`src/rtl/uart_tx_scheduler.sv`:
```
// uart_tx_scheduler
//   Shares one UART transmitter between a ROM message player and an RX echo
//   path. Each source owns a one-byte holding register with a pending flag; a
//   per-byte arbiter (round-robin on ties) moves one of them into a registered
//   valid/ready output stage that feeds the UART TX state machine.
//
// Ports
//   clk, rst_n            system clock, asynchronous active-low reset
//   msg_start_i           start a message (ignored while msg_busy_o=1)
//   msg_base_i            first ROM address, sampled with msg_start_i
//   msg_busy_o            message playback in progress
//   msg_done_o            one-cycle pulse at message end
//   rom_addr_o            registered ROM read address
//   rom_data_i            ROM data, valid one cycle after rom_addr_o
//   rx_valid_i/rx_data_i  received byte strobe and byte
//   echo_en_i             enables echo of received bytes
//   echo_ovf_o            one-cycle pulse when an echo byte is dropped
//   tx_valid_o/tx_data_o  byte offered to the UART TX
//   tx_ready_i            UART TX idle; transfer on tx_valid_o & tx_ready_i
module uart_tx_scheduler #(
  parameter int DATA_W    = 8,
  parameter int ADDR_W    = 8,
  parameter int ROM_DEPTH = 128
) (
  input  logic              clk,
  input  logic              rst_n,
  input  logic              msg_start_i,
  input  logic [ADDR_W-1:0] msg_base_i,
  output logic              msg_busy_o,
  output logic              msg_done_o,
  output logic [ADDR_W-1:0] rom_addr_o,
  input  logic [DATA_W-1:0] rom_data_i,
  input  logic              rx_valid_i,
  input  logic [DATA_W-1:0] rx_data_i,
  input  logic              echo_en_i,
  output logic              echo_ovf_o,
  output logic              tx_valid_o,
  output logic [DATA_W-1:0] tx_data_o,
  input  logic              tx_ready_i
);

  typedef enum logic [2:0] {M_IDLE, M_READ, M_LATCH, M_WAIT, M_DONE} mstate_t;

  // One extra bit so a depth of 2**ADDR_W is still representable.
  localparam logic [ADDR_W:0]   DEPTH_EXT = (ADDR_W+1)'(ROM_DEPTH);
  localparam logic [ADDR_W-1:0] LAST_ADDR = ADDR_W'(ROM_DEPTH - 1);

  mstate_t           state, state_d;
  logic [ADDR_W-1:0] ptr, ptr_d;
  logic              msg_set;
  logic [DATA_W-1:0] msg_buf, echo_buf;
  logic              msg_pend, echo_pend;
  logic              last_echo;
  logic              arb_idle, grant_msg, grant_echo;
  logic              rx_take, echo_accept, echo_drop;

  // ---- arbiter: only when the output stage is empty ----
  assign arb_idle   = ~tx_valid_o;
  assign grant_msg  = arb_idle & msg_pend  & (~echo_pend | last_echo);
  assign grant_echo = arb_idle & echo_pend & (~msg_pend  | ~last_echo);

  // An echo byte may overwrite echo_buf in the same cycle the old one is
  // granted, since the output stage captures the old value on that edge.
  assign rx_take     = rx_valid_i & echo_en_i;
  assign echo_accept = rx_take & (~echo_pend | grant_echo);
  assign echo_drop   = rx_take & echo_pend & ~grant_echo;

  assign msg_busy_o = (state != M_IDLE);
  assign rom_addr_o = ptr;

  // ---- message sequencer: next state ----
  always_comb begin
    state_d = state;
    ptr_d   = ptr;
    msg_set = 1'b0;
    case (state)
      M_IDLE: begin
        if (msg_start_i) begin
          ptr_d   = msg_base_i;
          state_d = ({1'b0, msg_base_i} >= DEPTH_EXT) ? M_DONE : M_READ;
        end
      end
      M_READ:  state_d = M_LATCH;
      M_LATCH: begin
        if (rom_data_i == '0) begin
          state_d = M_DONE;
        end else begin
          msg_set = 1'b1;
          state_d = M_WAIT;
        end
      end
      M_WAIT: begin
        if (grant_msg) begin
          if (ptr == LAST_ADDR) begin
            state_d = M_DONE;
          end else begin
            ptr_d   = ptr + 1'b1;
            state_d = M_READ;
          end
        end
      end
      M_DONE:  state_d = M_IDLE;
      default: state_d = M_IDLE;
    endcase
  end

  // ---- control registers ----
  always_ff @(posedge clk or negedge rst_n) begin
    if (!rst_n) begin
      state      <= M_IDLE;
      ptr        <= '0;
      msg_done_o <= 1'b0;
      msg_pend   <= 1'b0;
      echo_pend  <= 1'b0;
      echo_ovf_o <= 1'b0;
      last_echo  <= 1'b1;
      tx_valid_o <= 1'b0;
      tx_data_o  <= '0;
    end else begin
      state      <= state_d;
      ptr        <= ptr_d;
      msg_done_o <= (state == M_DONE);
      echo_ovf_o <= echo_drop;

      if (msg_set)        msg_pend <= 1'b1;
      else if (grant_msg) msg_pend <= 1'b0;

      if (echo_accept)     echo_pend <= 1'b1;
      else if (grant_echo) echo_pend <= 1'b0;

      // ---- output stage ----
      if (tx_valid_o) begin
        if (tx_ready_i) tx_valid_o <= 1'b0;
      end else if (grant_msg) begin
        tx_valid_o <= 1'b1;
        tx_data_o  <= msg_buf;
        last_echo  <= 1'b0;
      end else if (grant_echo) begin
        tx_valid_o <= 1'b1;
        tx_data_o  <= echo_buf;
        last_echo  <= 1'b1;
      end
    end
  end

  // ---- holding registers (qualified by the pend flags) ----
  always_ff @(posedge clk) begin
    if (msg_set)     msg_buf  <= rom_data_i;
    if (echo_accept) echo_buf <= rx_data_i;
  end

endmodule

```
`config.mk`:
```
export PLATFORM = sky130hd
export DESIGN_NAME = uart_tx_scheduler
export DESIGN_NICKNAME = d
export VERILOG_FILES = /design/src/rtl/uart_tx_scheduler.sv
export SDC_FILE = /design/constraint.sdc
export NUM_CORES = 1
export LEC_CHECK = 0
export BUFFER_PORTS_ARGS = -buffer_cell sky130_fd_sc_hd__buf_2
export CAP_MARGIN = 10
export CORE_ASPECT_RATIO = 0.8
export CORE_MARGIN = 2
export CORE_UTILIZATION = 25
export CTS_CLUSTER_DIAMETER = 100
export DETAILED_ROUTE_END_ITERATION = 6
export GPL_TIMING_DRIVEN = 0
export HOLD_SLACK_MARGIN = 0.06
export SYNTH_ARGS = -nofsm -noshare
export SYNTH_HDL_FRONTEND = slang
export SYNTH_SLANG_ARGS = --single-unit
```
`constraint.sdc`:
```
create_clock -name clk -period 1.8 [get_ports clk]
set_input_delay 0.09 -clock clk [delete_from_list [all_inputs] [get_ports clk]]
set_output_delay 0.09 -clock clk [all_outputs]
set_load 0.05 [all_outputs]
```
==> summary.md <==
| Metric | Value |
|---|---|
| Count of cell types in the netlist | `37` |
| Power per Cell Area | `1860 nW/µm²` |
| Mapped Avg Cell Area | `11.4 µm²` |
| Comb pwr share | `50.1%` |
| Peak Freq | `573 MHz` |
| Total grt overflow | `0` |
| # diodes | `0` |
| Clock Power Share | `16.0%` |
| Crit path launch type | `flop` |
| Global-route wire length before repair | `7300 µm` |
| DR pass1 iterations | `4` |
| Hold Path Depth | `3` |
| Critical path class | `reg2reg` |
| Final setup viols | `0` |
| Least-Margin Pin Slew | `0.604 ns` |
| Final Cycle Share | `97.0%` |
| Area growth syn-to-layout | `41.9%` |
| Worst hold endpoint | `echo_ovf_o$_DFF_PN0_` |
| # IOs | `50` |
| Largest net degree at the start of global routing | `26` |
| Max Cap Viol | `0` |
| Most common cell after layout, fill and taps aside | `buf_2` |
| Sequential cell area fraction in the yosys report | `60.2%` |
| Psw | `2.28 mW` |
| Die height | `80.7 µm` |
| Layout cell share with drive strength beyond 1 | `34.2%` |
| Initial antenna violation count | `0` |
| Post-synth EDFFs | `16` |
| Clk slew on worst S/H paths | `0.09 ns` |
| CP Capture Type | `flop` |
| Remaining DRCs | `0` |
| CTS tree | `built` |
| HP Class | `in2reg` |
| CP Data Arrival Time | `1.94 ns` |
| Lkg Pwr | `1.13 nW` |
| Clk_lat worst skew | `0.30 ns` |
| Die width | `99.9 µm` |
| Avg WL per Cell | `13.9 µm` |
| Core ar. | `6990 µm²` |
| Hold wc startpoint | `rx_valid_i` |
| Part of the power in registers | `33.9%` |
| Clock Tree Root | `clkbuf_8` |
| DR iter-0 viols | `58` |
| Vias per cell | `4.70` |
| Mapped Nets | `192` |
| Commonest cells after routing, fill and taps aside | `buf_2, nand2_1, dfrtp_1, dlygate4sd3_1, edfxtp_1` |
| Clock sink count | `41` |
| Vias in the first global route | `1,487` |
| # port buffers | `49` |
| Fin. Hold Viols | `0` |
| CTS buffer count | `5` |
| Placed Area | `2200 µm²` |
| Routed wire length | `4600 µm` |
| Gpl congestion | `0.762` |
| Async SR Flop Fraction | `61.0%` |
| Row count | `27` |
| CTS Buffer Depth | `2` |
| TNS Setup | `0 ns` |
| Peak VDD IR | `0.000752 V` |
| Detailed-placement wirelength estimate | `3190 µm` |
| Final Instance Area | `2610 µm²` |
| Synth Register Bits | `41` |
| CP Cell Sequence | `ha_2 -> nand4_1 -> nor3_4 -> o31a_4 -> mux2_4` |
| Post-Place Cells | `297` |
| CP peak stage delay | `0.43 ns` |
| R2R setup slack | `0.05 ns` |
| P_int | `2.58 mW` |
| Cells after synthesis | `161` |
| Sw frac | `46.9%` |
| Path depth of the worst reg2reg path | `5` |
| Clk_skew | `0.00667 ns` |
| Slowest CP cell | `dfrtp_2` |
| H-tree depth | `2` |
| Initial Util | `26.3%` |
| Req. time, crit path | `1.99 ns` |
| Dominant synthesized flop cell | `dfrtp_1` |
| Hold Slack | `0.0865 ns` |
| Antenna-violating nets left | `0` |
| Tmin final | `1.75 ns` |
| Synth Cell Area | `1840 µm²` |
| Worst reg2reg path endpoint | `rom_addr_o[1]$_DFFE_PN0P_` |
| Non-filler cells in the finished layout | `330` |
| Crit-path max FO | `7` |
| Total Die Area | `8060 µm²` |
| Final number of max-transition violations | `0` |
| Synthesis Warnings | `0` |
| Status | `finished, final reports clean` |
| Total GRT Usage | `11.8%` |
| Final #Nets | `273` |
| Via count | `1,550` |
| R2r startpoint | `rom_addr_o[0]$_DFFE_PN0P_` |
| Max_slew headroom | `59.7%` |
==> Yosys cell counts (2+ instances only) <==
library cell,instances,area (µm²)
a211oi_1,2,15.0
a21oi_1,6,30.0
a22oi_1,2,15.0
and3_1,2,12.5
buf_6,2,22.5
clkbuf_1,2,7.51
dfrtp_1,24,601
edfxtp_1,16,480
inv_1,5,18.8
mux2i_1,8,80.1
nand2_1,20,75.1
nand2b_1,2,12.5
nand3_1,9,45.0
nand3b_1,2,15.0
nand4_1,2,12.5
nor2_1,8,30.0
nor3_1,6,30.0
nor3b_1,2,15.0
nor4_1,4,25.0
o211ai_1,2,15.0
o21ai_0,13,65.1
o221ai_1,6,52.6
or3_1,2,12.5
==> routing by layer <==
layer	vias up	global-route usage [%]	part of all wire (%)
met5	-	0	0
met4	0	2.88	1.0
met3	5	4.18	6.2
met2	42	17.6	46
met1	741	16.4	47
li1	762	-	-
==> registers in the layout, indices dropped and copies added, names as in the netlist <==
register	count
echo_buf	8
msg_buf	8
rom_addr_o	8
tx_data_o	8
state	3
echo_ovf_o	1
echo_pend	1
last_echo	1
msg_done_o	1
msg_pend	1
tx_valid_o	1
==> area by class of cell <==
cell class              count  area, µm²
flip-flops and latches     41       1110
clock buffers               5       68.8
multi-input cells         109        714
well taps                  87        109
repair buffers             74        495
inverters                   5       18.8
plain buffers               6       43.8
clock inverters             3       46.3
fillers                   706       4380
==> power groups by stage <==
stage / combinational [mW] / clock [mW] / sequential [mW]
global route: 2.64 / 0.830 / 1.72
finish: 2.43 / 0.775 / 1.65
CTS: 2.33 / 0.789 / 1.64
global placement: 2.25 / 0 / 1.65
floorplan: 1.07 / 0 / 2.31
detailed placement: 2.28 / 0 / 1.67
==> kinds of logic after synthesis <==
kind of cell | share of synthesized area, %
buf+inv | 3.34
mux | 5.79
compound gates | 12.6
fa+ha+maj | 0.681
simple gates | 17.4
flops | 60.2
==> how the worst max path moves through the flow <==
stage                              startpoint  slack (ns)                         to
finish              rom_addr_o[0]$_DFFE_PN0P_        0.05  rom_addr_o[1]$_DFFE_PN0P_
global route        rom_addr_o[0]$_DFFE_PN0P_       -0.04  rom_addr_o[1]$_DFFE_PN0P_
CTS                 rom_addr_o[0]$_DFFE_PN0P_       -0.01  rom_addr_o[1]$_DFFE_PN0P_
detailed placement  rom_addr_o[0]$_DFFE_PN0P_       -0.15  rom_addr_o[5]$_DFFE_PN0P_
global placement    rom_addr_o[0]$_DFFE_PN0P_       -0.17  rom_addr_o[5]$_DFFE_PN0P_
floorplan           rom_addr_o[0]$_DFFE_PN0P_        0.02  rom_addr_o[1]$_DFFE_PN0P_
==> worst max-delay path: cells and delay by family, from the launching register on <==
| kind | cells | cell delay [ns] |
|---|---|---|
| and+or+nand+nor | 2 | 0.49 |
| DFF | 1 | 0.43 |
| muxes | 1 | 0.30 |
| adders and majority gates | 1 | 0.22 |
| AOI/OAI and AO/OA | 1 | 0.20 |
==> what timing repair did <==
item	CTS	global route
buffers inserted	0	5
resized for setup	2	8
hold endpoints to repair	42	0
pin swaps	0	3
hold buffers	20	0
endpoints found under the setup margin	14	18
==> stage by stage <==
stage | worst slack [ns] | power (mW) | util, %
2_1_floorplan | 0.0228 | 3.38 | -
3_5_place_dp | -0.154 | 3.94 | 31.5
6_report | 0.0549 | 4.86 | 37.3
5_1_grt | -0.0355 | 5.19 | 37.3
4_1_cts | -0.0140 | 4.77 | 36.1
3_3_place_gp | -0.169 | 3.90 | 31.5
Note: power is estimated with default switching activity, not from simulation.
